--- src/rtl/i2c_target_responder.sv ---
// I2C target (responder): oversamples SCL/SDA on the system clock, decodes
// START/STOP, address and data bytes, ACKs its own address and serves a byte
// memory through an auto-incrementing pointer. Never drives SCL.
module i2c_target_responder #(
  parameter logic [6:0] TARGET_ADDR = 7'h22,
  parameter int         MEM_DEPTH   = 32,
  parameter int         FILT_LEN    = 3
) (
  input  logic       clk,
  input  logic       rst,
  input  logic       scl_i,
  input  logic       sda_i,
  output logic       sda_pull_o,
  output logic       busy_o,
  output logic       xfer_done_o,
  output logic       xfer_rd_o,
  output logic [7:0] byte_cnt_o
);

  localparam int PTR_W  = $clog2(MEM_DEPTH);
  localparam int FCNT_W = (FILT_LEN > 1) ? $clog2(FILT_LEN) : 1;
  localparam logic [FCNT_W-1:0] FCNT_MAX = FCNT_W'(FILT_LEN - 1);
  localparam logic [FCNT_W-1:0] FCNT_ONE = FCNT_W'(1);
  localparam logic [PTR_W-1:0]  PTR_ONE  = PTR_W'(1);

  typedef enum logic [3:0] {
    ST_IDLE, ST_ADDR, ST_ADDR_ACK, ST_PTR, ST_PTR_ACK,
    ST_WR_DATA, ST_WR_ACK, ST_RD_DATA, ST_RD_ACK, ST_IGNORE
  } state_t;

  state_t state_q, state_d;

  // Index 0 carries SCL, index 1 carries SDA through the input path.
  logic [1:0]        sync1_q, sync2_q, filt_q, filt_d1_q;
  logic [FCNT_W-1:0] fcnt_q [2];

  logic [3:0]       bit_cnt_q;
  logic [7:0]       shreg_q;
  logic [PTR_W-1:0] ptr_q;
  logic [7:0]       cnt_q;
  logic             pull_q, done_q, rd_q, acked_q;
  logic [7:0]       mem [MEM_DEPTH];

  logic pull_d, done_d;
  logic shift_en, rd_shift, rd_load, bit_clr, bit_inc, bit_mark;
  logic ptr_load, ptr_inc, mem_we, cnt_clr, cnt_inc, addr_ok;

  logic scl_rise, scl_fall, start_det, stop_det, addr_match;
  logic [7:0] rx_byte, rd_byte;

  // Synchronize both lines, then accept a new level only after FILT_LEN
  // consecutive samples disagree with the current filtered level.
  always_ff @(posedge clk) begin
    // NOTE: sequential state uses non-blocking assignments so every register
    // samples pre-edge values regardless of statement order.
    if (rst) begin
      sync1_q   <= 2'b11;
      sync2_q   <= 2'b11;
      filt_q    <= 2'b11;
      filt_d1_q <= 2'b11;
      fcnt_q[0] <= '0;
      fcnt_q[1] <= '0;
    end else begin
      sync1_q   <= {sda_i, scl_i};
      sync2_q   <= sync1_q;
      filt_d1_q <= filt_q;
      for (int i = 0; i < 2; i++) begin
        if (sync2_q[i] == filt_q[i]) begin
          fcnt_q[i] <= '0;
        end else if (fcnt_q[i] == FCNT_MAX) begin
          filt_q[i] <= sync2_q[i];
          fcnt_q[i] <= '0;
        end else begin
          fcnt_q[i] <= fcnt_q[i] + FCNT_ONE;
        end
      end
    end
  end

  assign scl_rise   = filt_q[0] & ~filt_d1_q[0];
  assign scl_fall   = ~filt_q[0] & filt_d1_q[0];
  assign start_det  = filt_q[0] & filt_d1_q[0] & filt_d1_q[1] & ~filt_q[1];
  assign stop_det   = filt_q[0] & filt_d1_q[0] & ~filt_d1_q[1] & filt_q[1];
  assign rx_byte    = {shreg_q[6:0], filt_q[1]};
  assign rd_byte    = mem[ptr_q];
  assign addr_match = (shreg_q[7:1] == TARGET_ADDR) && (shreg_q[7:1] != 7'd0);

  // FSM state register.
  always_ff @(posedge clk) begin
    if (rst) state_q <= ST_IDLE;
    else     state_q <= state_d;
  end

  // Next state and datapath strobes; START/STOP override any byte in flight.
  always_comb begin
    // NOTE: every signal gets a default first so no path can infer a latch.
    state_d  = state_q;
    pull_d   = pull_q;
    done_d   = 1'b0;
    shift_en = 1'b0;
    rd_shift = 1'b0;
    rd_load  = 1'b0;
    bit_clr  = 1'b0;
    bit_inc  = 1'b0;
    bit_mark = 1'b0;
    ptr_load = 1'b0;
    ptr_inc  = 1'b0;
    mem_we   = 1'b0;
    cnt_clr  = 1'b0;
    cnt_inc  = 1'b0;
    addr_ok  = 1'b0;
    if (start_det) begin
      state_d = ST_ADDR;
      pull_d  = 1'b0;
      bit_clr = 1'b1;
      cnt_clr = 1'b1;
    end else if (stop_det) begin
      state_d = ST_IDLE;
      pull_d  = 1'b0;
      done_d  = acked_q;
    end else begin
      case (state_q)
        ST_ADDR: begin
          if (scl_rise) begin
            shift_en = 1'b1;
            bit_inc  = 1'b1;
          end else if (scl_fall && bit_cnt_q == 4'd8) begin
            if (addr_match) begin
              addr_ok = 1'b1;
              pull_d  = 1'b1;
              state_d = ST_ADDR_ACK;
            end else begin
              state_d = ST_IGNORE;
            end
          end
        end
        ST_ADDR_ACK: begin
          if (scl_fall) begin
            bit_clr = 1'b1;
            if (rd_q) begin
              rd_load = 1'b1;
              pull_d  = ~rd_byte[7];
              state_d = ST_RD_DATA;
            end else begin
              pull_d  = 1'b0;
              state_d = ST_PTR;
            end
          end
        end
        ST_PTR, ST_WR_DATA: begin
          if (scl_rise) begin
            shift_en = 1'b1;
            bit_inc  = 1'b1;
            if (bit_cnt_q == 4'd7) begin
              if (state_q == ST_PTR) begin
                ptr_load = 1'b1;
              end else begin
                mem_we  = 1'b1;
                ptr_inc = 1'b1;
                cnt_inc = 1'b1;
              end
            end
          end else if (scl_fall && bit_cnt_q == 4'd8) begin
            pull_d  = 1'b1;
            state_d = (state_q == ST_PTR) ? ST_PTR_ACK : ST_WR_ACK;
          end
        end
        ST_PTR_ACK, ST_WR_ACK: begin
          if (scl_fall) begin
            pull_d  = 1'b0;
            bit_clr = 1'b1;
            state_d = ST_WR_DATA;
          end
        end
        ST_RD_DATA: begin
          if (scl_rise) begin
            bit_inc = 1'b1;
          end else if (scl_fall) begin
            if (bit_cnt_q == 4'd8) begin
              pull_d  = 1'b0;
              state_d = ST_RD_ACK;
            end else begin
              rd_shift = 1'b1;
              pull_d   = ~shreg_q[6];
            end
          end
        end
        ST_RD_ACK: begin
          if (scl_rise) begin
            ptr_inc = 1'b1;
            cnt_inc = 1'b1;
            if (filt_q[1]) state_d = ST_IGNORE;
            else           bit_mark = 1'b1;
          end else if (scl_fall && bit_cnt_q == 4'd9) begin
            rd_load = 1'b1;
            bit_clr = 1'b1;
            pull_d  = ~rd_byte[7];
            state_d = ST_RD_DATA;
          end
        end
        default: ;
      endcase
    end
  end

  // Datapath registers driven by the FSM strobes.
  always_ff @(posedge clk) begin
    if (rst) begin
      bit_cnt_q <= '0;
      shreg_q   <= '0;
      ptr_q     <= '0;
      cnt_q     <= '0;
      pull_q    <= 1'b0;
      done_q    <= 1'b0;
      rd_q      <= 1'b0;
      acked_q   <= 1'b0;
    end else begin
      pull_q <= pull_d;
      done_q <= done_d;
      if (bit_clr)       bit_cnt_q <= '0;
      else if (bit_mark) bit_cnt_q <= 4'd9;
      else if (bit_inc)  bit_cnt_q <= bit_cnt_q + 4'd1;
      if (rd_load)       shreg_q <= rd_byte;
      else if (shift_en) shreg_q <= rx_byte;
      else if (rd_shift) shreg_q <= {shreg_q[6:0], 1'b0};
      if (ptr_load)      ptr_q <= rx_byte[PTR_W-1:0];
      else if (ptr_inc)  ptr_q <= ptr_q + PTR_ONE;
      if (cnt_clr)                        cnt_q <= '0;
      else if (cnt_inc && cnt_q != 8'hFF) cnt_q <= cnt_q + 8'd1;
      if (addr_ok) begin
        rd_q    <= shreg_q[0];
        acked_q <= 1'b1;
      end else if (start_det || stop_det) begin
        acked_q <= 1'b0;
      end
    end
  end

  // Byte memory write port; a byte commits on its 8th SCL rising edge.
  always_ff @(posedge clk) begin
    // NOTE: the memory array has no reset; its contents are only meaningful once written.
    if (mem_we && !rst) mem[ptr_q] <= rx_byte;
  end

  // Gating with rst releases SDA in the very cycle reset is sampled.
  assign sda_pull_o  = pull_q & ~rst;
  assign busy_o      = (state_q != ST_IDLE) && (state_q != ST_IGNORE);
  assign xfer_done_o = done_q;
  assign xfer_rd_o   = rd_q;
  assign byte_cnt_o  = cnt_q;

endmodule
--- config.mk ---
export PLATFORM = sky130hd
export DESIGN_NAME = i2c_target_responder
export DESIGN_NICKNAME = d
export VERILOG_FILES = /design/src/rtl/i2c_target_responder.sv
export SDC_FILE = /design/constraint.sdc
export NUM_CORES = 1
export LEC_CHECK = 0
export ABC_CLOCK_PERIOD_IN_PS = 3000
export BUFFER_PORTS_ARGS = -buffer_cell sky130_fd_sc_hd__buf_4
export CORE_UTILIZATION = 60
export DETAILED_ROUTE_END_ITERATION = 10
export PLACE_DENSITY = 0.82
export SLEW_MARGIN = 0
export SYNTH_ARGS = -nofsm -noshare
export SYNTH_HDL_FRONTEND = slang
export SYNTH_SLANG_ARGS = --single-unit
--- constraint.sdc ---
create_clock -name clk -period 3 [get_ports clk]
set_input_delay 0 -clock clk [delete_from_list [all_inputs] [get_ports clk]]
set_output_delay 0 -clock clk [all_outputs]
set_load 0.05 [all_outputs]
==> metrics.md, run 1 <==
| Metric | Value |
|---|---|
| Core box area | 20,400 um2 |
| Area grow syn2layout | 13.8% |
| Die span in y | 147 um |
| NetSw | 0.00168 W |
| Sw Share | 20.3% |
| Hold Startpoint | rst |
| Hold Violations, Final | 0 |
| Worst r2r dst | mem[16][4] |
| RSZ-0062 raised after global routing | no |
| H-tree levels | 1 |
| Resized Gates After CTS | 0 |
| DR vias | 7,462 |
| Peak VDD IR | 0.523 mV |
| Buffers on Ports | 15 |
| Reg power frac | 55.1% |
| Most frequent CP cell | nor2_1 |
| CP Max Fanout | 11 |
| Status | completed |
| R2R setup slack | 360 ps |
| Clk network pwr share | 43.8% |
| First-pass GRT wire length | 44,900 um |
| Post-synthesis sequential area ratio | 69.2% |
| Worst-path clk slew | 70 ps |
| Synth Warn # | 0 |
| Root buffer cell | clkbuf_16 |
| Worst setup margin | 361 ps |
| Final Skew | 19.9 ps |
| Dpl ws | 360 ps |
| Max clock buf depth | 3 |
| Final WL | 29,100 um |
| Worst path cell trace | nor4bb_1 > nand4_1 > nor2_1 > nand2_1 > nor2_1 > buf_4 |
| Post-synth ARST share | 0% |
| Internal cell power | 0.00661 W |
| DRC Markers | 0 |
| Hold Path Class | in2reg |
| Crit-path max cell delay | 570 ps |
| Syn avg cell area | 16.5 um2 |
| Worst Path Required | 3280 ps |
| Worst path slowest cell | nor4bb_1 |
| Minimum clock period | 2640 ps |
| CTS Hold Bufs | 5 |
| Layout cell share with drive strength beyond 1 | 24.3% |
| Max-slew violation count | 0 |
| Cell Pwr Density | 577 nW/um2 |
| TritonCTS clock tree | yes |
| Clock latency on the worst-skew pair | 570 ps |
| Clock Sink Count | 306 |
| Drt wl/cell | 25.7 um |
| Hold path cells | 3 |
| Crit path kind | reg2reg |
| Post-synth EDFFs | 260 |
| Largest net degree at the start of global routing | 40 |
| Worst reg2reg startpoint | state_q[3] |
| Period utilisation layout | 88.0% |
| Worst path arrival time | 2920 ps |
| Total die area | 21,600 um2 |
| Initial antenna violation count | 1 |
| Max-Cap Viols | 0 |
| Initial Utilization | 61.8% |
| Vias in the first global route | 7,432 |
| P_leak | 4.67 nW |
| DRT antenna net count | 0 |
| Most frequent cells in the layout | 260 x edfxtp_1, 72 x buf_4, 68 x nor2_1, 68 x mux4_2, 44 x dfxtp_1 |
| DR iter-0 viols | 929 |
| Hold endpoint | xfer_rd_o |
| Via density per instance | 6.61 |
| WHS | 412 ps |
| Post-Syn Instances | 763 |
| Setup bufs post-CTS | 0 |
| Synthesized area | 12,600 um2 |
| Critical Path End Type | flip-flop |
| Final Power | 0.00829 W |
| Leading cell type in the layout, fill and taps excluded | edfxtp_1 |
| Std-Cell Rows | 52 |
| I/O pins | 16 |
| CTS Buf Count | 30 |
| Slew margin rel. | 42.5% |
| Gr usage total | 28.2% |
| CP startpoint kind | flip-flop |
| Nets | 850 |
| Count of different cell masters after synthesis | 63 |
| HPWL Detailed | 18,600 um |
| Layout Utilization | 70.3% |
| Final setup fails | 0 |
| Yosys reg bits | 306 |
| Total Neg Setup Slack | 0 ps |
| Highest Clock Rate | 0.379 GHz |
| DR pass1 iterations | 6 |
| Combinational share of power | 1.1% |
| Worst-margin pin slew | 861 ps |
| Leading register cell type out of synthesis | edfxtp_1 |
| Register-to-Register Path Depth | 6 |
| Die W | 147 um |
| GPL Wtd Cong | 0.961 |
| Ant. Diodes | 0 |
| Remaining Overflow, GRT | 0 |
==> synthesized netlist by cell type (6+ instances only) <==
master,number,area share [%]
edfxtp_1,260,62
mux4_2,68,12
nor2_1,68,2.0
dfxtp_1,46,7.3
nand2_1,39,1.2
clkbuf_1,21,0.62
mux2i_1,21,1.7
a21oi_1,19,0.75
inv_1,15,0.45
a211oi_1,12,0.71
buf_2,12,0.48
a221oi_1,10,0.69
ha_1,10,0.99
o21ai_0,10,0.40
xnor2_1,10,0.69
nand3_1,9,0.36
nand4_1,9,0.45
nor2b_1,9,0.45
or2_2,9,0.45
nor3_1,8,0.32
a311oi_1,7,0.49
and2_1,6,0.30
==> how the worst max path moves through the flow <==
stage | start | endpoint | depth (start not counted)
floorplan | filt_q[1] | mem[11][0] | 6
global placement | flip-flop | pull_q | 5
detailed placement | state_q[3] | mem[17][1] | 6
CTS | state_q[3] | mem[17][1] | 6
global route | state_q[3] | mem[2][4] | 6
finish | state_q[3] | mem[16][4] | 6
==> worst max-delay path, delay by kind of cell, from the launching register on <==
kind	cells	cell delay [ps]
simple gates	5	1720
flops	1	410
buf+inv	1	220
==> layer usage <==
layer  up-vias  GRT usage, %  wire length (um)
met3        80          4.44              2860
met4         0          8.81               955
met1      3773          41.6             11500
li1       3168             -                 -
met2       441          44.0             13800
met5         -             0                 0
==> cells by family after synthesis <==
kind of cell,Yosys count,synth area share [%]
AOI/OAI and AO/OA,99,5.65
xor gates and xnor gates,13,0.902
adders and majority gates,10,0.992
buffers and inverters,56,1.90
DFF,306,69.2
muxes,92,14.1
other,1,0.0297
and+or+nand+nor,186,7.28
==> through the flow <==
step,instances,cell area [um2]
final,1129,14400
after floorplan,766,12600
after global routing,1129,14400
after detailed placement,1069,13400
after global placement,1069,13400
after CTS,1129,14400
==> power groups by stage <==
stage	clock [W]	sequential, W	combinational, W
finish	0.00363	0.00457	0.0000897
global route	0.00382	0.00456	0.0000974
CTS	0.00365	0.00457	0.0000882
detailed placement	0	0.00466	0.0000829
global placement	0	0.00466	0.0000790
floorplan	0	0.00466	0.0000512
==> sequential cells by signal, indices dropped and copies added (netlist names), 2 cells and up, named ones only <==
register	count
bit_cnt_q	4
byte_cnt_o	8
fcnt_q	4
filt_d1_q	2
filt_q	2
mem	256
ptr_q	5
shreg_q	8
state_q	4
sync1_q	2
sync2_q	2
==> cell type report <==
class | instances | area (um2)
clock buffers | 33 | 762
well taps | 270 | 338
fillers | 1251 | 6070
clock inverters | 22 | 190
inverters | 16 | 60.1
flip-flops and latches | 306 | 8730
multi-input cells | 404 | 3660
repair buffers | 78 | 611
Power figures use the tool's default switching activity.
==> inputs of run 2 (changes only) <==
GPL_TIMING_DRIVEN = 0   (was unset)
==> metrics.md, run 2 (synthesis results as in run 1) <==
| Metric | Value |
|---|---|
| Status | completed |
| Core box area | 20,400 um2 |
| Worst Path Required | 3420 ps |
| Reg power frac | 54.6% |
| Hold Violations, Final | 0 |
| Largest net degree at the start of global routing | 37 |
| Fill count | 1,233 |
| Total die area | 21,600 um2 |
| HPWL Detailed | 18,900 um |
| Dpl ws | -881 ps |
| GPL Wtd Cong | 1.04 |
| Final Skew | 22.9 ps |
| Area grow syn2layout | 14.9% |
| Hold Path Class | in2reg |
| Slew margin rel. | 9.45% |
| Final setup fails | 0 |
| Cell Pwr Density | 578 nW/um2 |
| I/O pins | 16 |
| Clk network pwr share | 44.4% |
| Gr usage total | 29.7% |
| Placed inst area | 13,100 um2 |
| WHS | 171 ps |
| Sw Share | 19.9% |
| Remaining Overflow, GRT | 0 |
| DR vias | 7,470 |
| TritonCTS clock tree | yes |
| Buffers on Ports | 15 |
| Crit path kind | reg2reg |
| Peak VDD IR | 0.596 mV |
| FF/Latch Area | 8740 um2 |
| Drt wl/cell | 27.5 um |
| Worst path arrival time | 3290 ps |
| Max-Cap Viols | 0 |
| DRT antenna net count | 0 |
| Final WL | 30,700 um |
| Worst setup margin | 127 ps |
| Highest Clock Rate | 0.348 GHz |
| Post-route cell area | 14,500 um2 |
| Die span in y | 147 um |
| Initial Utilization | 61.8% |
| Max clock buf depth | 3 |
| CP startpoint kind | flip-flop |
| Final Power | 0.00838 W |
| Most frequent cells in the layout | 260 x edfxtp_1, 68 x mux4_2, 42 x dfxtp_1, 35 x nand2_1, 35 x nor2_1 |
| Max FFs per register | 256 |
| Via density per instance | 6.71 |
| Leading cell type in the layout, fill and taps excluded | edfxtp_1 |
| Initial antenna violation count | 0 |
| DR iter-0 viols | 791 |
| Clock latency on the worst-skew pair | 580 ps |
| Vias in the first global route | 7,619 |
| CP Max Fanout | 10 |
| Die W | 147 um |
| CTS Buf Count | 29 |
| Max-slew violation count | 0 |
| NetSw | 0.00167 W |
| Nets | 835 |
| Ant. Diodes | 0 |
| Combinational share of power | 1.0% |
| Final std cells w/o fill | 1,114 |
| Worst-path clk slew | 60 ps |
| Reg with most FFs | mem |
| Total placed cells including tap cells | 1,051 |
| Layout cell share with drive strength beyond 1 | 24.9% |
| DRC Markers | 0 |
| Worst-margin pin slew | 1360 ps |
| Minimum clock period | 2870 ps |
| H-tree levels | 1 |
| Root buffer cell | clkbuf_16 |
| Period utilisation layout | 95.8% |
| Clock Sink Count | 306 |
| DR pass1 iterations | 6 |
| P_leak | 4.61 nW |
| First-pass GRT wire length | 46,700 um |
| Internal cell power | 0.00671 W |
| Area of the multi-input gates | 3940 um2 |
| Std-Cell Rows | 52 |
| Critical Path End Type | flip-flop |
-- run 2: power by group through the flow --
stage	Sequential (W)	Combinational [W]	Clock (W)
finish	0.00458	0.0000817	0.00372
global route	0.00457	0.0000886	0.00389
CTS	0.00458	0.0000793	0.00372
detailed placement	0.00467	0.0000762	0
global placement	0.00467	0.0000746	0
floorplan	0.00466	0.0000512	0
-- run 2: through the flow --
stage	util [%]	TNS [ps]
CTS	70.7	-1950
global placement	64.0	-160220
finish	71.0	0
detailed placement	64.0	-190150
global route	71.0	-29.3
floorplan	-	0
-- run 2: critical path: stages (launching register included) --
cell and delay, ps:
dfxtp_1 350, buf_2 350, buf_2 360, clkbuf_4 340, mux4_2 340, mux2i_1 330
o21ai_0 200, o221ai_1 310, o32ai_1 130
-- run 2: timing repair --
item	CTS	global route
gates resized for setup	74	12
setup buffers	8	1
endpoints found under the setup margin	260	263
pin swaps	3	5
endpoints found under the hold margin	8	0
hold buffers	3	0
-- run 2: final cells by class --
cell class              instances  share of cell area [%]
plain buffers                  37                    1.26
clock inverters                15                    1.13
well taps                     270                    2.33
clock buffers                  39                    5.47
repair buffers                 27                    1.97
inverters                      16                   0.414
flip-flops and latches        306                    60.3
multi-input cells             404                    27.2
-- run 2: routing by layer --
layer  vias to the layer above  global-route usage (%)  wire length (um)  share of wire (%)
met5                         -                       0                 0                  0
met4                         0                    11.3              1170                3.8
met3                        99                    4.69              2780                9.1
met2                       429                    49.0             15100                 49
met1                      3789                    40.3             11600                 38
li1                       3153                       -                 -                  -
-- run 2: path summary, 6_finish.rpt --
path              slack [ps]    endpoint        from  cells past startpoint
setup / recovery         130  shreg_q[3]   flip-flop                      8
setup reg to reg         130  shreg_q[3]   flip-flop                      8
hold / removal           170  sync1_q[0]       scl_i                      3
hold reg to reg          420  sync2_q[0]  sync1_q[0]                      1
